**config.mk**
```make
export PLATFORM = sky130hd
export DESIGN_NAME = passcode_ctrl
export DESIGN_NICKNAME = d
export VERILOG_FILES = /design/src/rtl/passcode_pkg.sv /design/src/rtl/cycle_timer.sv /design/src/rtl/passcode_ctrl.sv
export SDC_FILE = /design/constraint.sdc
export NUM_CORES = 1
export LEC_CHECK = 0
export ABC_CLOCK_PERIOD_IN_PS = 2750
export BUFFER_PORTS_ARGS = -buffer_cell sky130_fd_sc_hd__buf_2
export CORE_MARGIN = 2
export CORE_UTILIZATION = 40
export DETAILED_ROUTE_END_ITERATION = 16
export REMOVE_ABC_BUFFERS = 1
export SKIP_CTS_REPAIR_TIMING = 1
export SLEW_MARGIN = 20
export SYNTH_ARGS = -nofsm -noshare
export SYNTH_HDL_FRONTEND = slang
export SYNTH_SLANG_ARGS = --single-unit
```
**constraint.sdc**
```tcl
create_clock -name Clk -period 2.75 [get_ports Clk]
set_input_delay 0.4125 -clock Clk [delete_from_list [all_inputs] [get_ports Clk]]
set_output_delay 0.4125 -clock Clk [all_outputs]
set_load 0.1 [all_outputs]
```
**src/rtl/passcode_pkg.sv**
```systemverilog
// Shared constants for the passcode entry controller: state encoding,
// digit width and the factory default code.
package passcode_pkg;

    localparam int DIGIT_W = 4;

    localparam logic [2:0] ST_IDLE  = 3'd0;
    localparam logic [2:0] ST_ENTRY = 3'd1;
    localparam logic [2:0] ST_CHECK = 3'd2;
    localparam logic [2:0] ST_OPEN  = 3'd3;
    localparam logic [2:0] ST_FAIL  = 3'd4;
    localparam logic [2:0] ST_LOCK  = 3'd5;

    typedef enum logic [2:0] {
        S_IDLE  = ST_IDLE,
        S_ENTRY = ST_ENTRY,
        S_CHECK = ST_CHECK,
        S_OPEN  = ST_OPEN,
        S_FAIL  = ST_FAIL,
        S_LOCK  = ST_LOCK
    } state_t;

    localparam logic [15:0] DEFAULT_CODE = 16'h1234;

endpackage

```
**src/rtl/cycle_timer.sv**
```systemverilog
// Loadable down-counter that stops at zero; done flags a count of zero.
// Synchronous active-low reset, frozen while en is low.
module cycle_timer #(
    parameter int W = 8
) (
    input  logic         Clk,
    input  logic         Rst,
    input  logic         en,
    input  logic         load,
    input  logic [W-1:0] load_val,
    output logic [W-1:0] count,
    output logic         done
);

    always_ff @(posedge Clk) begin
        if (!Rst) begin
            count <= '0;
        end else if (en) begin
            if (load) begin
                count <= load_val;
            end else if (count != '0) begin
                count <= count - 1'b1;
            end
        end
    end

    assign done = (count == '0);

endmodule

```
**src/rtl/passcode_ctrl.sv**
```systemverilog
// Passcode entry controller: buffers shaped digit pulses, checks them against
// CODE, drives Unlock/Fail/Locked. Lockout is built only with PASSCODE_LOCKOUT_EN.
module passcode_ctrl
    import passcode_pkg::*;
#(
    parameter int                               NUM_DIGITS  = 4,
    parameter logic [NUM_DIGITS*DIGIT_W-1:0]    CODE        = (NUM_DIGITS*DIGIT_W)'(DEFAULT_CODE),
    parameter int                               OPEN_CYCLES = 1000,
    parameter int                               MAX_TRIES   = 3,
    parameter int                               LOCK_CYCLES = 5000
) (
    input  logic                                Clk,
    input  logic                                Rst,
    input  logic                                En,
    input  logic [DIGIT_W-1:0]                  Digit_in,
    input  logic                                Digit_vld,
    input  logic                                Enter,
    input  logic                                Clear,
    output logic                                Unlock,
    output logic                                Fail,
    output logic                                Locked,
    output logic [$clog2(NUM_DIGITS+1)-1:0]     Count,
    output logic [2:0]                          Dbg_state
);

    localparam int BW   = NUM_DIGITS * DIGIT_W;
    localparam int CW   = $clog2(NUM_DIGITS + 1);
    localparam int TMAX = (OPEN_CYCLES > LOCK_CYCLES) ? OPEN_CYCLES : LOCK_CYCLES;
    localparam int TW   = $clog2(TMAX + 1);
    localparam int TRW  = $clog2(MAX_TRIES + 1);

    // Inputs are one-cycle pulses with no back-pressure: a pulse is consumed
    // on the edge it is seen with En high, otherwise it is lost.
    state_t          state, state_nx;
    logic [BW-1:0]   code_buf, buf_nx;
    logic [CW-1:0]   cnt_q, cnt_nx;
    logic            tmr_load;
    logic [TW-1:0]   tmr_val, tmr_cnt;
    logic            tmr_done, tmr_last;
    logic            match, lock_trip, fail_q;

    cycle_timer #(.W(TW)) u_timer (
        .Clk      (Clk),
        .Rst      (Rst),
        .en       (En),
        .load     (tmr_load),
        .load_val (tmr_val),
        .count    (tmr_cnt),
        .done     (tmr_done)
    );

    // Leaving on the edge that drains the timer gives exactly N high cycles.
    assign tmr_last = tmr_done || (tmr_cnt == TW'(1));
    assign match    = (cnt_q == CW'(NUM_DIGITS)) && (code_buf == CODE);

`ifdef PASSCODE_LOCKOUT_EN
    logic [TRW-1:0] tries_q;

    always_ff @(posedge Clk) begin
        if (!Rst) begin
            tries_q <= '0;
        end else if (En) begin
            if (state == S_CHECK) begin
                tries_q <= match ? '0 :
                           (tries_q == TRW'(MAX_TRIES)) ? tries_q : tries_q + 1'b1;
            end else if (state == S_LOCK && tmr_last) begin
                tries_q <= '0;
            end
        end
    end

    assign lock_trip = (tries_q == TRW'(MAX_TRIES));
    assign Locked    = (state == S_LOCK);
`else
    assign lock_trip = 1'b0;
    assign Locked    = 1'b0;
`endif

    always_comb begin
        state_nx = state;
        buf_nx   = code_buf;
        cnt_nx   = cnt_q;
        tmr_load = 1'b0;
        tmr_val  = '0;
        case (state)
            S_IDLE: begin
                if (Digit_vld) begin
                    buf_nx   = BW'(Digit_in);
                    cnt_nx   = CW'(1);
                    state_nx = S_ENTRY;
                end
            end
            S_ENTRY: begin
                if (Clear) begin
                    buf_nx   = '0;
                    cnt_nx   = '0;
                    state_nx = S_IDLE;
                end else if (Enter) begin
                    state_nx = S_CHECK;
                end else if (Digit_vld && cnt_q < CW'(NUM_DIGITS)) begin
                    buf_nx = (code_buf << DIGIT_W) | BW'(Digit_in);
                    cnt_nx = cnt_q + 1'b1;
                end
            end
            S_CHECK: begin
                buf_nx = '0;
                cnt_nx = '0;
                if (match) begin
                    tmr_load = 1'b1;
                    tmr_val  = TW'(OPEN_CYCLES);
                    state_nx = S_OPEN;
                end else begin
                    state_nx = S_FAIL;
                end
            end
            S_OPEN: begin
                if (Clear || tmr_last) state_nx = S_IDLE;
            end
            S_FAIL: begin
                if (lock_trip) begin
                    tmr_load = 1'b1;
                    tmr_val  = TW'(LOCK_CYCLES);
                    state_nx = S_LOCK;
                end else begin
                    state_nx = S_IDLE;
                end
            end
`ifdef PASSCODE_LOCKOUT_EN
            S_LOCK: begin
                if (tmr_last) state_nx = S_IDLE;
            end
`endif
            default: state_nx = S_IDLE;
        endcase
    end

    always_ff @(posedge Clk) begin
        if (!Rst) begin
            state    <= S_IDLE;
            code_buf <= '0;
            cnt_q    <= '0;
        end else if (En) begin
            state    <= state_nx;
            code_buf <= buf_nx;
            cnt_q    <= cnt_nx;
        end
    end

    // Registered so it is one cycle per mismatch and drops at once when En is low.
    always_ff @(posedge Clk) begin
        if (!Rst) fail_q <= 1'b0;
        else      fail_q <= En && (state == S_CHECK) && !match;
    end

    assign Unlock    = (state == S_OPEN);
    assign Fail      = fail_q;
    assign Count     = cnt_q;
    assign Dbg_state = state;

endmodule

```
==> metrics.yaml <==
sta:
  worst_pin_slew_ns: 0.605
  slew_violations: 0
  slew_headroom: 0.597
  fin_crit_sh: 0.811
  period_minus_slack_ns: 2.23
  rsz0062_at_grt: "no"
  fmax_ghz: 0.448
  finalSetupViolations: 0
  fin_skew_ns: 0.00705
  tns_ns: 0
  setup_ws_ns: 0.520
  finalHoldViolCount: 0
worst_setup_path:
  end_kind: "flop"
  crit_path_start_kind: "flop"
  cp_max_fo: 9
  r2r_cells: 6
  cp.required_ns: 2.98
  path_class: "flop to flop"
  arrival_ns: 2.46
min_path:
  min-delay-path-class: "flop to flop"
  holdPathStages: 2
global_route:
  grt_max_degree: 35
  grt_overflow: 0
  grt_pass1_wl_um: 7690
  grt_pass1_vias: 1612
  antenna_found_initial: 0
  grt_usage: 0.180
outcome:
  outcome: "finished clean"
die:
  num_rows: 25
  core_mm2: 0.00475
  die_w_um: 74.4
  initial_core_util: 0.417
  io_pins: 19
  die-area_mm2: 0.00553
  die_h_um: 74.4
cts:
  clk_path_buf_depth: 2
  clk_latency_ns: 0.29
  htreeDepth: 2
  cts.reportedPaths.clkPinSlew_ns: 0.08
  cts_made_buffers: 5
  clock_sinks: 36
  tritoncts: "built"
  root_buffer: "clkbuf_8"
flow_run:
  cap_violations: 0
cells_and_area:
  nets: 266
  diodes: 0
  layout_commonest_cell: "dfxtp_1"
  area_growth_pct: 11.2
  final_cell_mix: "dfxtp_1 (36), a21oi_1 (24), buf_2 (17)"
  layout-drive-gt1-share: 0.159
pwr:
  power.density_cell_area_mw_per_mm2: 955
  ir_worst_vdd_v: 0.000336
  static-leakage-power_uw: 0.000805
route:
  vias: 1734
  post_drt_via_cell_ratio: 5.44
  wl_um: 4380
  wl_per_cell_um: 13.7
  route.detailed.drc: 0
  firstDrtPassIters: 4
  dr.first_iter.drc_count: 144
  ant_nets: 0
logic_synthesis:
  synth_warnings: 0
  synth.avg_cell_area_um2: 8.29
  yosysSeqAreaShare: 0.364
  ys.flop_type: "dfxtp_1"
  synth_area_mm2: 0.00198
  synth_cell_types: 55
  syn_inst: 239
  synth_edf_count: 0
  synth-async-reset-ratio: 0
  synth_seq_cells: 36
placed_design:
  io_buffer_count: 17
  gp_congestion: 0.791
  pre_cts_ws_ns: 0.518
  dp_hpwl_um: 2970
## power by group
| group | switching, uW | internal (uW) |
|---|---|---|
| clock network | 196 | 200 |
| logic | 590 | 403 |
| registers | 97.9 | 616 |
| total | 884 | 1220 |
## kinds of logic after synthesis
| group | synth area share |
|---|---|
| and+or+nand+nor | 0.325 |
| buffers and inverters | 0.0581 |
| AOI/OAI and AO/OA | 0.195 |
| other | 0.00189 |
| DFF | 0.364 |
| adders and majority gates | 0.0316 |
| muxes | 0.0253 |
## routing by layer
metal / routed length, um / share of wire / vias up / track usage
met1: 2230 / 0.51 / 804 / 0.249
met2: 1950 / 0.45 / 32 / 0.281
met5: 0 / 0 / - / 0
met3: 136 / 0.031 / 6 / 0.0325
met4: 66 / 0.015 / 0 / 0.0655
li1: - / - / 892 / -
## critical path, cell delays in order (launching register included)
cell and delay [ns]:
dfxtp_1 0.36, or4_1 0.68, nor4b_4 0.47, buf_4 0.24
nor4_1 0.06, a41o_1 0.24, a21oi_1 0.11
## path summary, 6_finish.rpt
kind                                       from                            end  slack (ns)
setup / recovery  u_timer.count[4]$_SDFFE_PN0P_  u_timer.count[3]$_SDFFE_PN0P_        0.52
hold / removal        code_buf[12]$_SDFFE_PN0P_      code_buf[12]$_SDFFE_PN0P_        0.47
setup reg to reg  u_timer.count[4]$_SDFFE_PN0P_  u_timer.count[3]$_SDFFE_PN0P_        0.52
hold reg to reg       code_buf[12]$_SDFFE_PN0P_      code_buf[12]$_SDFFE_PN0P_        0.47
## registers in the layout, summed over array words and instances (netlist names)
name	flops
code_buf	16
u_timer.count	13
Count	3
Fail	1
Dbg_state	3
## area by class of cell
class	instances	area, um^2
flip-flops and latches	36	721
well taps	67	83.8
multi-input cells	176	1140
clock buffers	6	82.6
fillers	493	2550
clock inverters	2	10.0
repair buffers	22	123
inverters	10	37.5
## synth_stat cells, types with 5 or more instances
| library cell | instances | area, um^2 |
|---|---|---|
| dfxtp_1 | 36 | 721 |
| a21oi_1 | 24 | 120 |
| nand2b_1 | 16 | 100 |
| nand3_1 | 16 | 80.1 |
| nor2_1 | 16 | 60.1 |
| clkbuf_1 | 13 | 48.8 |
| inv_1 | 9 | 33.8 |
| nand2_1 | 9 | 33.8 |
| nor2b_1 | 7 | 43.8 |
| nor3_1 | 7 | 35.0 |
| nor4_1 | 7 | 43.8 |
| ha_1 | 5 | 62.6 |
| mux2i_1 | 5 | 50.1 |
| o21ai_0 | 5 | 25.0 |
## per-stage QoR
| step | cells | total power, uW | utilization | hold slack (ns) | cell area, um^2 |
|---|---|---|---|---|---|
| after detailed placement | 311 | 1720 | 0.444 | 0.459 | 2110 |
| final | 319 | 2100 | 0.463 | 0.472 | 2200 |
| after floorplan | 222 | 1500 | - | 0.441 | 1900 |
| after CTS | 319 | 2110 | 0.463 | 0.473 | 2200 |
| after global routing | 319 | 2300 | 0.463 | 0.498 | 2200 |
| after global placement | 311 | 1720 | 0.444 | 0.453 | 2110 |
(Power assumes the default switching activity.)
